### src/rtl/wide_alu_sequencer.sv
// Byte-serial controller that runs an 8-bit ALU over NBYTES operand bytes, LSB first,
// chaining carry/borrow through a registered carry and assembling the wide result.
module wide_alu_sequencer #(
    parameter int NBYTES = 4
) (
    input  logic                  clk,
    input  logic                  rst_n,
    input  logic                  start,
    input  logic [2:0]            op,
    input  logic [8*NBYTES-1:0]   a,
    input  logic [8*NBYTES-1:0]   b,
    input  logic                  cin,
    output logic                  busy,
    output logic                  done,
    output logic [8*NBYTES-1:0]   result,
    output logic                  carry,
    output logic                  zero,
    output logic [7:0]            alu_in1,
    output logic [7:0]            alu_in2,
    output logic [2:0]            alu_opcode,
    output logic                  alu_cin,
    input  logic [7:0]            alu_out,
    input  logic                  alu_cout,
    input  logic                  alu_z
);

    localparam logic [2:0] ADD_FN  = 3'd0;
    localparam logic [2:0] ADDC_FN = 3'd1;
    localparam logic [2:0] SUB_FN  = 3'd2;
    localparam logic [2:0] SUBC_FN = 3'd3;

    localparam int IDX_W = (NBYTES > 1) ? $clog2(NBYTES) : 1;
    localparam logic [IDX_W-1:0] LAST_IDX = IDX_W'(NBYTES - 1);

    typedef enum logic [1:0] {
        IDLE = 2'd0,
        RUN  = 2'd1,
        DONE = 2'd2
    } state_t;

    state_t               state_reg, state_next;
    logic [IDX_W-1:0]     idx_reg, idx_next;
    logic [8*NBYTES-1:0]  a_reg, b_reg, result_reg;
    logic [2:0]           op_reg;
    logic                 cin_reg;
    logic                 carry_reg;
    logic                 zacc_reg;

    logic [7:0]           a_bytes [NBYTES];
    logic [7:0]           b_bytes [NBYTES];
    logic [NBYTES-1:0]    byte_we;

    generate
        for (genvar gi = 0; gi < NBYTES; gi++) begin : g_bytes
            assign a_bytes[gi] = a_reg[gi*8 +: 8];
            assign b_bytes[gi] = b_reg[gi*8 +: 8];
            assign byte_we[gi] = (state_reg == RUN) && (idx_reg == IDX_W'(gi));
        end
    endgenerate

    always_comb begin
        state_next = state_reg;
        idx_next   = idx_reg;
        alu_in1    = '0;
        alu_in2    = '0;
        alu_opcode = ADD_FN;
        alu_cin    = 1'b0;
        case (state_reg)
            IDLE: begin
                if (start) begin
                    state_next = RUN;
                    idx_next   = '0;
                end
            end
            RUN: begin
                alu_in1 = a_bytes[idx_reg];
                alu_in2 = b_bytes[idx_reg];
                if (idx_reg == '0) begin
                    alu_opcode = op_reg;
                    alu_cin    = cin_reg;
                end else begin
                    // Upper bytes always consume the carry/borrow of the byte below.
                    alu_cin = carry_reg;
                    case (op_reg)
                        ADD_FN, ADDC_FN: alu_opcode = ADDC_FN;
                        SUB_FN, SUBC_FN: alu_opcode = SUBC_FN;
                        default:         alu_opcode = op_reg;
                    endcase
                end
                if (idx_reg == LAST_IDX) begin
                    state_next = DONE;
                end else begin
                    idx_next = idx_reg + 1'b1;
                end
            end
            DONE:    state_next = IDLE;
            default: state_next = IDLE;
        endcase
    end

    always_ff @(posedge clk) begin
        if (!rst_n) begin
            state_reg  <= IDLE;
            idx_reg    <= '0;
            a_reg      <= '0;
            b_reg      <= '0;
            op_reg     <= ADD_FN;
            cin_reg    <= 1'b0;
            carry_reg  <= 1'b0;
            zacc_reg   <= 1'b0;
            result_reg <= '0;
        end else begin
            state_reg <= state_next;
            idx_reg   <= idx_next;
            if (state_reg == IDLE && start) begin
                a_reg    <= a;
                b_reg    <= b;
                op_reg   <= op;
                cin_reg  <= cin;
                zacc_reg <= 1'b1;
            end
            if (state_reg == RUN) begin
                carry_reg <= alu_cout;
                zacc_reg  <= zacc_reg & alu_z;
            end
            for (int i = 0; i < NBYTES; i++) begin
                if (byte_we[i]) begin
                    result_reg[i*8 +: 8] <= alu_out;
                end
            end
        end
    end

    assign busy   = (state_reg != IDLE);
    assign done   = (state_reg == DONE);
    assign result = result_reg;
    assign carry  = carry_reg;
    assign zero   = zacc_reg;

endmodule

### config.mk
export PLATFORM = sky130hd
export DESIGN_NAME = wide_alu_sequencer
export DESIGN_NICKNAME = d
export VERILOG_FILES = /design/src/rtl/wide_alu_sequencer.sv
export SDC_FILE = /design/constraint.sdc
export NUM_CORES = 1
export LEC_CHECK = 0
export BUFFER_PORTS_ARGS = -buffer_cell sky130_fd_sc_hd__buf_4
export CAP_MARGIN = 20
export CORE_ASPECT_RATIO = 0.6
export CORE_MARGIN = 2
export CORE_UTILIZATION = 55
export CTS_CLUSTER_DIAMETER = 50
export DETAILED_ROUTE_END_ITERATION = 10
export MAX_ROUTING_LAYER = met4
export PLACE_DENSITY = 0.84
export SLEW_MARGIN = 0
export SYNTH_ARGS = -nofsm -noshare
export SYNTH_HDL_FRONTEND = slang
export SYNTH_SLANG_ARGS = --single-unit
### constraint.sdc
create_clock -name clk -period 3.9 [get_ports clk]
set_input_delay 0.78 -clock clk [delete_from_list [all_inputs] [get_ports clk]]
set_output_delay 0.78 -clock clk [all_outputs]
set_load 0.05 [all_outputs]
[After elaboration in Yosys (flattened, before gate mapping)]
Cells that the tools add are included.
Cells by class
  muxes and demuxes: 21
  equal/unequal tests: 11
  $add $sub $neg: 1
  reduce and logical (&&, ||, !) cells: 15
  multipliers: 0
  div/mod/pow operators: 0
  magnitude comparators: 1
  shift operators: 0
  bitwise operators: 2
Operators with widths (count)
  $mux 8: 6
  $bmux 8 s2: 2
  $mux 2: 4
  $pmux 2 s2: 2
  $eq 2x2->1 const B: 3
  $eq 3x2->1 const B: 2
  $mux 3: 2
  $pmux 3 s2: 1
  $reduce_bool 2->1: 3
  $logic_and 1x1->1: 5
  $eq 2x1->1 const B: 2
  $logic_not 2->1: 2
  $mux 1: 4
  $ne 2x2->1 const B: 2
  $reduce_or 2->1: 2
  $eq 3x1->1 const B: 1
  $ge 3x3->1 const B: 1
  $logic_not 3->1: 1
  $not 2->3: 1
  $reduce_and 3->1: 1
  $add 2x1->2 const B: 1
  $ne 2x1->1 const B: 1
  $reduce_and 2->1: 1
  $and 1x1->1: 1
Word-level totals
  output and inout bits: 56
  memories: 0
  register bits after elaboration: 106
  input port bits: 81
  memory bits (read-only): 0
  logic and storage cells: 63
  RAM bits: 0
  bits in latches: 0

[Depth between registers and ports, before layout]
  depth in word-level cells: 5
  gate-level depth with buffers: 8
  mapped depth without buffers: 5

[Worst setup path before layout]
Ideal clock, no wire load.
  path kind: register -> output
  start: reg idx_reg[1]
  end: out alu_cin
  data arrival time: 2.002 ns
  stages on the path, launching flop included: 8
  required time: 3.120 ns
  path slack: 1.118 ns
  path buffers: 3
  cell sequence: dfxtp_1 -> buf_2 -> buf_2 -> inv_1 -> ha_1 -> clkbuf_1 -> mux2i_1 -> nor2_1
On the way
  longest elaborated chain between the ends: 3
Ends and longest elaborated chain
  start: declaration: line 42  | logic [IDX_W-1:0] idx_reg, idx_next;
  start signal: assignment: line 114  | idx_reg <= idx_next;
  $logic_not 2->1: line 78  | if (idx_reg == '0) begin
  $mux 1: line 78
  $mux 1: line 68  | case (state_reg)
  end: declaration: line 21  | output logic alu_cin,
Every way passes these cells.

[Final worst setup path]
  start: reg idx_reg[0]
  end: out alu_cin
The elaborated chain is that of the path after synthesis.

==> PnR_summary.wiki <==
{| class="wikitable"
! Metric !! Value
|-
| CP Max Fanout || 13
|-
| Capturing element type of the critical path || output pin
|-
| Pre-antenna DRT Iters || 5
|-
| Number of sinks handled by clock tree synthesis || roughly 110
|-
| CTS tree || built
|-
| Post-route DRC || 0
|-
| Cell depth of the worst min-delay path || 2
|-
| Post-route cell area || approximately 5900 sq um
|-
| Layout overhead on the synthesized area || 28.1%
|-
| Power per unit of standard cell area || ~420 nW/um^2
|-
| Power share of the clock group || 0.373
|-
| Final-report max-slew violation count || 0
|-
| Cts-stage hold buffer count || 0
|-
| Type of element launching the critical path || flop
|-
| Switching Power || approximately 0.00065 W
|-
| CTS H-tree depth || 3
|-
| Minimum clock period || a little over 3 ns
|-
| Initial standard-cell utilization of the core || 0.575
|-
| Detailed placer's ending HPWL || 8.50 mm
|-
| Final setup vio count || 0
|-
| Yosys warning total || 0
|-
| Fill count || 630
|-
| Clock Root Buffer || clkbuf_16
|-
| Crit Path Category || reg2out
|-
| Overall power || 0.00247 W
|-
| Worst vdd rail ir drop || 0.232 mV
|-
| Max_slew headroom || 0.420
|-
| First-pass GRT wire length || roughly 19 mm
|-
| Floorplan row count || 25
|-
| Worst-margin pin slew || between 0.8 and 0.9 ns
|-
| Vias in the first global route || 3768
|-
| Clk Latency, worst-skew pair || around 0.35 ns
|-
| Total number of vias || between 4000 and 5000
|-
| Count of final hold-check violations || 0
|-
| Share of cells above drive strength 1 || 0.282
|-
| Share of the clock period used by the worst path || 0.784
|-
| Hold Crit Class || reg2reg
|-
| Worst Path Required || between 3 and 4 ns
|-
| Pint || about 0.0018 W
|-
| Worst-case reg-to-reg path depth || 6
|-
| Area of the mapped netlist || between 4000 and 5000 sq um
|-
| Setup clock skew after layout || ~0.0074 ns
|-
| Buffer count from post-CTS setup fixing || 0
|-
| Prevailing post-synth register cell || dfxtp_1
|-
| Number of distinct library cell variants in the gate-level netlist after synthesis || 26
|-
| Result of the run || complete, no violations
|-
| Routability congestion estimate || about 0.88
|-
| Vert. Die Dim || between 70 and 80 um
|-
| Number of enable flip-flop cells after synthesis || 0
|-
| Final instance count without filler cells || ~740
|-
| Wire length after detailed routing || roughly 12 mm
|-
| Cells after DPL || roughly 730
|-
| Final Net Count || between 700 and 800
|-
| R2r setup slk || ~1.7 ns
|-
| Port buffer count || roughly 140
|-
| Quantity of gates resized following cts || 0
|-
| Worst R2R End || result[4]$_SDFFE_PN0P_
|-
| Cts bufs inserted || 9
|-
| Maximum achievable frequency || between 300 and 400 MHz
|-
| Final global-route overflow total || 0
|-
| Relative contribution of combinational cells to total power || 0.151
|-
| Placed instance area || between 5000 and 6000 sq um
|-
| Antenna Violating Nets Remaining || 0
|-
| Leakage power figure || about 2.4 nW
|-
| Flop pwr share || 0.476
|-
| Max-cap violations || 0
|-
| Number of buffers on the longest clock path || 2
|-
| Number of antenna repair diodes || 0
|-
| Gate count of the mapped netlist || 519
|-
| Synthesized area per cell || just under 9 sq um
|-
| Reg-to-Reg Start || idx_reg[0]$_SDFFE_PN0P_
|-
| Largest net degree at the start of global routing || ~110
|-
| WP data arrival || 2.28 ns
|-
| Core outline area || 8010 sq um
|-
| Floorplan die area || 9150 sq um
|-
| Seq/Total Area, Yosys || 0.461
|-
| Min-delay src || op_reg[1]$_SDFFE_PN0P_
|-
| Width of the die || between 100 and 150 um
|-
| Tot GR Track Use || 0.284
|-
| Final TNS setup || 0 ns
|-
| Sink of the worst hold path || op_reg[1]$_SDFFE_PN0P_
|-
| Average wire length per cell after detail routing || ~16 um
|-
| Fraction of synthesis flops using an asynchronous set or reset pin || 0
|-
| Register bit count reported by yosys || ~110
|-
| Avg Vias per Cell || about 5.5
|-
| Antenna violations before repair || 0
|-
| IO Count || ~140
|-
| Net Sw Frac || 0.265
|-
| DRC violation total after the first TritonRoute iteration || 361
|-
| Setup repair after global routing missed its margin || false
|-
| Number of nets in the synthesized netlist || around 600
|-
| Clk pin slew, worst setup/hold paths || approximately 0.07 ns
|}
## cells in the mapped netlist, types with 2 or more instances
library cell	number	area (sq um)
a21boi_1	21	158
nor2b_1	2	12.5
nor2_1	4	15.0
buf_6	4	45.0
dfxtp_1	106	2120
nand3_1	32	160
mux4_2	16	360
nand3b_1	4	30.0
buf_2	19	95.1
o21ai_0	2	10.0
inv_1	3	11.3
a21boi_0	81	608
clkbuf_1	17	63.8
ha_1	4	50.1
and2_1	19	119
buf_4	3	22.5
nand2_1	173	649
## metal layers
| metal | track usage | up-vias | wire [um] |
|---|---|---|---|
| met5 | - | - | 0 |
| met3 | 0.0712 | 24 | 1120 |
| met1 | 0.387 | 1897 | 5460 |
| met2 | 0.420 | 184 | 5300 |
| li1 | - | 1946 | - |
| met4 | 0.0907 | 0 | 178 |
## worst max-delay path, cell delays in order, from the launching register on
cell and delay [ns]:
dfxtp_1 0.59, buf_4 0.36, inv_1 0.12, ha_1 0.37, mux2i_1 0.17, nor2_1 0.11, buf_4 0.21
## through the flow
| stage | hold slack (ns) | setup slack [ns] | utilization |
|---|---|---|---|
| after floorplan | 0.430 | 1.12 | - |
| after global placement | 0.437 | 1.21 | 0.699 |
| after detailed placement | 0.445 | 1.18 | 0.699 |
| after CTS | 0.453 | 0.801 | 0.737 |
| after global routing | 0.474 | 0.608 | 0.737 |
| final | 0.451 | 0.842 | 0.737 |
## cell type report
class                           instances  area (sq um)  area share
Sequential cell                       106          2120       0.360
Tap cell                              108           135      0.0229
Inverter                                3          11.3     0.00191
Clock buffer                           10           239      0.0405
Timing Repair Buffer                  142          1070       0.181
Clock inverter                          6          65.1      0.0110
Multi-Input combinational cell        367          2260       0.383
## power by group through the flow
stage	clock (W)	sequential, W	combinational [W]
3_5_place_dp	0	0.00120	0.000371
6_report	0.000921	0.00117	0.000372
4_1_cts	0.000934	0.00117	0.000372
5_1_grt	0.000978	0.00118	0.000402
2_1_floorplan	0	0.00121	0.000215
3_3_place_gp	0	0.00119	0.000362
## worst max path at each step
stage | startpoint | endpoint | slack (ns) | depth (start not counted)
6_report | idx_reg[0]$_SDFFE_PN0P_ | alu_cin | 0.84 | 6
3_3_place_gp | idx_reg[0]$_SDFFE_PN0P_ | alu_opcode[0] | 1.21 | 7
3_5_place_dp | idx_reg[0]$_SDFFE_PN0P_ | alu_cin | 1.18 | 6
4_1_cts | idx_reg[0]$_SDFFE_PN0P_ | alu_cin | 0.80 | 6
5_1_grt | idx_reg[0]$_SDFFE_PN0P_ | alu_cin | 0.61 | 6
2_1_floorplan | idx_reg[1]$_SDFFE_PN0P_ | alu_cin | 1.12 | 7
## cell families after synthesis
group	Yosys count	share of synthesized area
DFF	106	0.461
AOI/OAI and AO/OA	106	0.172
buffers and inverters	46	0.0516
muxes	17	0.0804
adders and majority gates	4	0.0109
and+or+nand+nor	240	0.224
## layout by cell type (no fill, tap or decap), types with 3 or more instances in the layout
cell type,synthesis,routed
nand2_1,173,173
buf_4,3,142
dfxtp_1,106,106
a21boi_0,81,81
nand3_1,32,32
a21boi_1,21,21
and2_1,19,19
mux4_2,16,16
clkbuf_16,0,9
nor2_1,4,4
nand3b_1,4,4
ha_1,4,4
inv_1,3,3
Note: power is estimated with default switching activity, not from simulation.
